<file path="config.mk">
export PLATFORM = sky130hd
export DESIGN_NAME = bus_responder
export DESIGN_NICKNAME = d
export VERILOG_FILES = /design/src/rtl/sdsu_bus_pkg.sv /design/src/rtl/seq_mul.sv /design/src/rtl/bus_responder.sv
export SDC_FILE = /design/constraint.sdc
export NUM_CORES = 1
export LEC_CHECK = 0
export ABC_AREA = 1
export BUFFER_PORTS_ARGS = -buffer_cell sky130_fd_sc_hd__buf_2
export CORE_AREA = 5 5 147 149
export DETAILED_ROUTE_END_ITERATION = 12
export DIE_AREA = 0 0 152 154
export PLACE_DENSITY = 0.74
export SYNTH_ARGS = -nofsm -noshare
export SYNTH_HDL_FRONTEND = slang
export SYNTH_SLANG_ARGS = --single-unit
</file>
<file path="constraint.sdc">
create_clock -name clk -period 3.45 [get_ports clk]
set_clock_uncertainty 0.1 [all_clocks]
set_input_delay 0.69 -clock clk [delete_from_list [all_inputs] [get_ports clk]]
set_output_delay 0.69 -clock clk [all_outputs]
set_load 0.03 [all_outputs]
</file>
<file path="src/rtl/sdsu_bus_pkg.sv">
// Shared constants and types for the SDSU register-bus responder.
// SDSU_SIGNED_MUL_EN selects a two's-complement multiply in the datapath.
package sdsu_bus_pkg;

  localparam int unsigned OP_W_DEFAULT   = 16;

  localparam int unsigned ADDR_CTRL      = 0;
  localparam int unsigned ADDR_OPA       = 1;
  localparam int unsigned ADDR_OPB       = 2;

  localparam int unsigned CTRL_START_BIT = 0;

  typedef enum logic [1:0] {
    IDLE = 2'd0,
    BUSY = 2'd1,
    DONE = 2'd2
  } resp_state_t;

endpackage

</file>
<file path="src/rtl/seq_mul.sv">
// Iterative shift-add multiplier: one partial product per clock, OP_W steps.
// With SDSU_SIGNED_MUL_EN the operands are two's complement.
module seq_mul
  import sdsu_bus_pkg::*;
#(
  parameter int unsigned OP_W = OP_W_DEFAULT
) (
  input  logic              clk,
  input  logic              rst_n,
  input  logic              go,
  input  logic [OP_W-1:0]   a,
  input  logic [OP_W-1:0]   b,
  output logic              done,
  output logic [2*OP_W-1:0] product
);

  localparam int unsigned PW    = 2 * OP_W;
  localparam int unsigned CNT_W = $clog2(OP_W + 1);

  logic [OP_W-1:0]  mcand_q, mcand_d;
  logic [OP_W-1:0]  mplier_q, mplier_d;
  logic [PW-1:0]    acc_q, acc_d;
  logic [CNT_W-1:0] count_q, count_d;
  logic             run_q, run_d;

  logic [PW-1:0]    pp_c;
  logic [PW-1:0]    step_acc_c;
  logic             last_c;

  // One step of the shift-add; the sign bit's weight is negative in the signed build
  always_comb begin
`ifdef SDSU_SIGNED_MUL_EN
    pp_c = PW'($signed(mcand_q)) << count_q;
`else
    pp_c = PW'(mcand_q) << count_q;
`endif
    step_acc_c = acc_q;
    if (mplier_q[0]) begin
`ifdef SDSU_SIGNED_MUL_EN
      if (count_q == CNT_W'(OP_W - 1)) step_acc_c = acc_q - pp_c;
      else                             step_acc_c = acc_q + pp_c;
`else
      step_acc_c = acc_q + pp_c;
`endif
    end
    last_c = run_q && (count_q == CNT_W'(OP_W - 1));
  end

  always_comb begin
    mcand_d  = mcand_q;
    mplier_d = mplier_q;
    acc_d    = acc_q;
    count_d  = count_q;
    run_d    = run_q;
    if (go) begin
      mcand_d  = a;
      mplier_d = b;
      acc_d    = '0;
      count_d  = '0;
      run_d    = 1'b1;
    end else if (run_q) begin
      acc_d    = step_acc_c;
      mplier_d = mplier_q >> 1;
      count_d  = count_q + CNT_W'(1);
      if (last_c) run_d = 1'b0;
    end
  end

  always_ff @(posedge clk or negedge rst_n) begin
    if (!rst_n) begin
      mcand_q  <= '0;
      mplier_q <= '0;
      acc_q    <= '0;
      count_q  <= '0;
      run_q    <= 1'b0;
    end else begin
      mcand_q  <= mcand_d;
      mplier_q <= mplier_d;
      acc_q    <= acc_d;
      count_q  <= count_d;
      run_q    <= run_d;
    end
  end

  // Final product is presented on the edge that completes the last step
  assign done    = last_c;
  assign product = step_acc_c;

endmodule

</file>
<file path="src/rtl/bus_responder.sv">
// SDSU register-bus slave: operand/control register decode, multiply handshake FSM.
// SDSU_SIGNED_MUL_EN builds a signed multiply with a sign-extended result.
module bus_responder
  import sdsu_bus_pkg::*;
#(
  parameter int unsigned DATA_W = 32,
  parameter int unsigned ADDR_W = 32,
  parameter int unsigned OP_W   = OP_W_DEFAULT
) (
  input  logic              clk,
  input  logic              rst_n,
  input  logic              valid,
  input  logic              exec,
  input  logic              write,
  input  logic [ADDR_W-1:0] address,
  input  logic [DATA_W-1:0] data,
  input  logic              start,
  output logic              ready,
  output logic              busy,
  output logic [DATA_W-1:0] result_data
);

  resp_state_t       state_q, state_d;
  logic [OP_W-1:0]   opa_q, opa_d;
  logic [OP_W-1:0]   opb_q, opb_d;
  logic [DATA_W-1:0] result_q, result_d;
  logic              ready_q, ready_d;
  logic              busy_q, busy_d;

  logic              accept_c;
  logic              wr_ctrl_c;
  logic              start_cmd_c;
  logic              go_c;
  logic              mul_done;
  logic [2*OP_W-1:0] mul_product;
  logic              unused_data_c;

  assign accept_c      = valid && exec && write;
  assign wr_ctrl_c     = accept_c && (address == ADDR_W'(ADDR_CTRL));
  assign start_cmd_c   = wr_ctrl_c && (start || data[CTRL_START_BIT]);
  assign unused_data_c = ^data[DATA_W-1:OP_W];

  // Operand registers accept writes in every state
  always_comb begin
    opa_d = opa_q;
    opb_d = opb_q;
    if (accept_c && (address == ADDR_W'(ADDR_OPA))) opa_d = data[OP_W-1:0];
    if (accept_c && (address == ADDR_W'(ADDR_OPB))) opb_d = data[OP_W-1:0];
  end

  always_ff @(posedge clk or negedge rst_n) begin
    if (!rst_n) state_q <= IDLE;
    else        state_q <= state_d;
  end

  always_comb begin
    state_d = state_q;
    case (state_q)
      IDLE:    if (start_cmd_c) state_d = BUSY;
      BUSY:    if (mul_done)    state_d = DONE;
      DONE:    state_d = IDLE;
      default: state_d = IDLE;
    endcase
  end

  // Starts arriving outside IDLE are dropped
  always_comb begin
    go_c     = (state_q == IDLE) && start_cmd_c;
    ready_d  = (state_d == DONE);
    busy_d   = (state_d != IDLE);
    result_d = result_q;
    if ((state_q == BUSY) && mul_done) begin
`ifdef SDSU_SIGNED_MUL_EN
      result_d = DATA_W'($signed(mul_product));
`else
      result_d = DATA_W'(mul_product);
`endif
    end
  end

  always_ff @(posedge clk or negedge rst_n) begin
    if (!rst_n) begin
      opa_q    <= '0;
      opb_q    <= '0;
      result_q <= '0;
      ready_q  <= 1'b0;
      busy_q   <= 1'b0;
    end else begin
      opa_q    <= opa_d;
      opb_q    <= opb_d;
      result_q <= result_d;
      ready_q  <= ready_d;
      busy_q   <= busy_d;
    end
  end

  seq_mul #(
    .OP_W (OP_W)
  ) u_mul (
    .clk     (clk),
    .rst_n   (rst_n),
    .go      (go_c),
    .a       (opa_q),
    .b       (opb_q),
    .done    (mul_done),
    .product (mul_product)
  );

  assign ready       = ready_q;
  assign busy        = busy_q;
  assign result_data = result_q;

endmodule

</file>
==> load_flow_metrics.sql <==
INSERT INTO impl_metrics (metric_group, metric, value, unit) VALUES
('worst_setup_path', 'critical_path.reg2reg.endpoint', 'result_data[26]', ''),
('layout', 'final_layout_size_suffix_gt1_share', '21.2', '%'),
('floorplanning', 'rows', '52', ''),
('placement', 'hpwl', '18900', 'µm'),
('yosys', 'synth.avg_cell_area', '6.88', 'µm²'),
('layout', 'postLayoutCoreUtil', '54.9', '%'),
('yosys', 'ys_warn_count', '0', ''),
('power', 'largest_voltage_drop_on_the_vdd_net', '0.000280', 'V'),
('yosys', 'synth.net_count', '1392', ''),
('clock_tree', 'cts_sinks', '138', ''),
('timing', 'finalWorstPathRequiredPeriod', '3.26', 'ns'),
('status', 'run_status', 'finished, final reports clean', ''),
('routing', 'post-route-drc-count', '0', ''),
('floorplanning', 'coreArea', '20000', 'µm²'),
('worst_setup_path', 'ff2ff_setup_slack', '0.19', 'ns'),
('layout', 'area_growth', '24.1', '%'),
('floorplanning', 'design.portCount', '104', ''),
('layout', 'layout.cells.most_common', 'sky130_fd_sc_hd__nand2_1', ''),
('layout', 'antennaDiodeCount', '0', ''),
('worst_setup_path', 'reg2regPathDepth', '20', ''),
('yosys', 'synthesis.area', '8860', 'µm²'),
('routing', 'initialDrtViolationCount', '532', ''),
('job', 'max_cap_violations', '0', ''),
('clock_tree', 'cts_tree', 'done', ''),
('placement', 'dp_worst_setup_slack', '-0.0272', 'ns'),
('global_route', 'antenna_found_initial', '0', ''),
('worst_setup_path', 'startpoint', 'u_mul.count_q[0]', ''),
('global_route', 'grt_pass1_wl', '41900', 'µm'),
('yosys', 'synth-seq-cells', '138', ''),
('placement', 'count_of_port_buffers_added_during_placement', '87', ''),
('placement', 'finalWeightedCongestion', '0.955', ''),
('power', 'total_power', '3.55', 'mW'),
('clock_tree', 'path_clk_slew', '0.06', 'ns'),
('layout', 'layout.cells.non_filler', '1712', ''),
('yosys', 'synth-seq-area-share', '39.0', '%'),
('timing', 'setup_slack', '0.194', 'ns'),
('power', 'static-leakage-power', '5.87', 'nW'),
('timing', 'post-route-period-util', '94.4', '%'),
('yosys', 'synth_edf_count', '0', ''),
('worst_setup_path', 'critical_path.max_fanout', '11', ''),
('worst_setup_path', 'crit_arrival', '3.48', 'ns'),
('clock_tree', 'htreeDepth', '4', ''),
('floorplanning', 'start_util', '44.2', '%'),
('timing', 'setup_viol_count_final', '0', ''),
('worst_setup_path', 'critPathLaunchType', 'flop', ''),
('floorplanning', 'die-width', '152', 'µm'),
('routing', 'post_drt_via_cell_ratio', '5.06', ''),
('worst_setup_path', 'worstSetupEndpointType', 'flop', ''),
('floorplanning', 'dieArea', '23400', 'µm²'),
('clock_tree', 'clockRootBuffer', 'sky130_fd_sc_hd__clkbuf_16', ''),
('global_route', 'pin_count_of_the_biggest_net_entering_global_routing', '74', ''),
('routing', 'routed_wl', '24600', 'µm'),
('routing', 'drt_first_pass_iters', '5', ''),
('layout', 'nets', '1533', ''),
('worst_setup_path', 'path_class', 'reg2reg', ''),
('timing', 'report.final.hold_viol_count', '0', ''),
('global_route', 'grt_pass1_vias', '8541', ''),
('timing', 'grt_setup_unrepaired', 'yes', ''),
('yosys', 'synth-main-ff-cell', 'sky130_fd_sc_hd__dfrtp_1', ''),
('routing', 'drt.antenna.violating_nets', '0', ''),
('layout', 'layout_common_cells', 'sky130_fd_sc_hd__nand2_1, sky130_fd_sc_hd__dfrtp_1, sky130_fd_sc_hd__inv_1, sky130_fd_sc_hd__nand3_1, sky130_fd_sc_hd__nor2_1', ''),
('timing', 'final_max_slew_viol_count', '0', ''),
('timing', 'fmax', '0.307', 'GHz'),
('min_path', 'tightest_hold_check_type', 'in2async', ''),
('routing', 'post_drt_wl_per_cell', '14.4', 'µm'),
('clock_tree', 'max-clock-path-buffers', '2', ''),
('global_route', 'grt.total_usage', '21.6', '%'),
('floorplanning', 'die_height', '154', 'µm'),
('routing', 'route.vias.total', '8658', ''),
('placement', 'dp.cells', '1676', ''),
('worst_setup_path', 'worstReg2RegStart', 'u_mul.count_q[0]', ''),
('power', 'areal_power_density_over_the_cells', '323', 'nW/µm²'),
('clock_tree', 'clock_latency', '0.43', 'ns'),
('clock_tree', 'numCtsBuffers', '17', ''),
('timing', 'worst_margin_pin_slew', '0.872', 'ns'),
('yosys', 'synth-async-reset-ratio', '100', '%'),
('worst_setup_path', 'required_time_of_the_critical_path', '3.67', 'ns'),
('yosys', 'synth_cells', '1288', ''),
('timing', 'slew_headroom', '41.8', '%'),
('yosys', 'synth.distinct_cells', '43', ''),
('global_route', 'gr-total-overflow', '0', '');
[metal layers]
metal	vias to the layer above	wire length [µm]	global-route usage (%)
li1	4466	-	-
met1	3994	11400	27.7
met2	169	11900	37.8
met3	29	870	3.96
met4	0	497	5.86
met5	-	0	0
[cells by family after synthesis]
group | Yosys count | share of synthesized area [%]
adder cells (fa/ha/maj) | 34 | 4.88
AND/OR/NAND/NOR | 745 | 35.2
AO/OA/AOI/OAI | 173 | 10.8
buffers and inverters | 176 | 7.86
XOR/XNOR | 13 | 1.28
flip-flops | 138 | 39.0
multiplexers | 9 | 1.02
[stage by stage]
stage / hold slack, ns / setup TNS (ns) / instance area (µm²)
finish: 0.156 / 0 / 11000
detailed placement: 0.359 / -0.0305 / 10100
floorplan: 0.294 / 0 / 8860
CTS: 0.179 / 0 / 10600
global route: 0.218 / -0.275 / 11000
global placement: 0.356 / 0 / 10100
[where the power goes]
group | switching [mW] | internal [mW]
Sequential | 0.00000000270 | 1.62
Clock | 0.746 | 1.09
Combinational | 0.0566 | 0.0313
[synthesized netlist by cell type, types with 2 or more instances]
cell type                  number  area, µm²
sky130_fd_sc_hd__mux2i_1        9       90.1
sky130_fd_sc_hd__nor4_1         7       43.8
sky130_fd_sc_hd__buf_1          4       15.0
sky130_fd_sc_hd__or2_2         20        125
sky130_fd_sc_hd__clkbuf_1      24       90.1
sky130_fd_sc_hd__nand3_1      126        631
sky130_fd_sc_hd__nand2_4        2       22.5
sky130_fd_sc_hd__o22ai_1       10       62.6
sky130_fd_sc_hd__a21o_1         3       22.5
sky130_fd_sc_hd__xnor2_1        9       78.8
sky130_fd_sc_hd__nand2_1      448       1680
sky130_fd_sc_hd__nand3b_1       3       22.5
sky130_fd_sc_hd__o21bai_1       9       67.6
sky130_fd_sc_hd__buf_2         15       75.1
sky130_fd_sc_hd__o21a_1         3       22.5
sky130_fd_sc_hd__a31oi_1        4       25.0
sky130_fd_sc_hd__a21oi_1       52        260
sky130_fd_sc_hd__buf_4          2       15.0
sky130_fd_sc_hd__nor3_1         9       45.0
sky130_fd_sc_hd__inv_1        127        477
sky130_fd_sc_hd__nor2_1       112        420
sky130_fd_sc_hd__xor2_1         4       35.0
sky130_fd_sc_hd__ha_1          33        413
sky130_fd_sc_hd__o221ai_1       6       52.6
sky130_fd_sc_hd__nand4_1       12       75.1
sky130_fd_sc_hd__o21ai_0       81        405
sky130_fd_sc_hd__dfrtp_1      138       3450
[state kept, by name, indices dropped and copies added (netlist names)]
signal / count
opb_q: 16
u_mul.count_q: 5
u_mul.mplier_q: 16
opa_q: 16
state_q: 2
u_mul.acc_q: 32
ready: 1
u_mul.run_q: 1
busy: 1
result_data: 32
u_mul.mcand_q: 16
[critical path: stages, from the launching register on]
cell                      delay [ns]
sky130_fd_sc_hd__dfrtp_1        0.42
sky130_fd_sc_hd__buf_4          0.19
sky130_fd_sc_hd__o21a_1         0.20
sky130_fd_sc_hd__mux2i_1        0.17
sky130_fd_sc_hd__nand2_1        0.07
sky130_fd_sc_hd__o21ai_1        0.14
sky130_fd_sc_hd__o21ai_2        0.10
sky130_fd_sc_hd__nor2_2         0.23
sky130_fd_sc_hd__ha_4           0.26
sky130_fd_sc_hd__buf_4          0.13
sky130_fd_sc_hd__nand2_1        0.12
sky130_fd_sc_hd__nor2_1         0.08
sky130_fd_sc_hd__buf_4          0.14
sky130_fd_sc_hd__a21oi_1        0.17
sky130_fd_sc_hd__nor2_1         0.09
sky130_fd_sc_hd__nor2_1         0.12
sky130_fd_sc_hd__nand2_1        0.07
sky130_fd_sc_hd__nand2_1        0.05
sky130_fd_sc_hd__nand3_1        0.11
sky130_fd_sc_hd__nand3_2        0.12
sky130_fd_sc_hd__nand2_1        0.05
[worst max-delay path by stage]
stage	end	cells past startpoint	slack, ns
2_1_floorplan	result_data[31]	21	0.43
3_3_place_gp	result_data[28]	18	0.05
3_5_place_dp	result_data[28]	18	-0.03
4_1_cts	result_data[29]	19	0.01
5_1_grt	u_mul.acc_q[31]	23	-0.05
6_report	result_data[26]	20	0.19
[final cells by class]
| class | instances | area (µm²) |
|---|---|---|
| clock inverter | 12 | 140 |
| tap | 270 | 338 |
| inverter | 130 | 494 |
| sequential | 138 | 3450 |
| fill | 1983 | 9040 |
| multi-input combinational | 974 | 5040 |
| clock buffer | 20 | 447 |
| timing repair buffer | 168 | 1080 |
[what timing repair did]
item / CTS / global route
hold buffers: 0 / 0
pin swaps: 0 / 23
gates resized for setup: 2 / 108
setup endpoints to repair: 4 / 48
buffers inserted: 0 / 4
No activity file was read; power rests on OpenSTA's default activity.
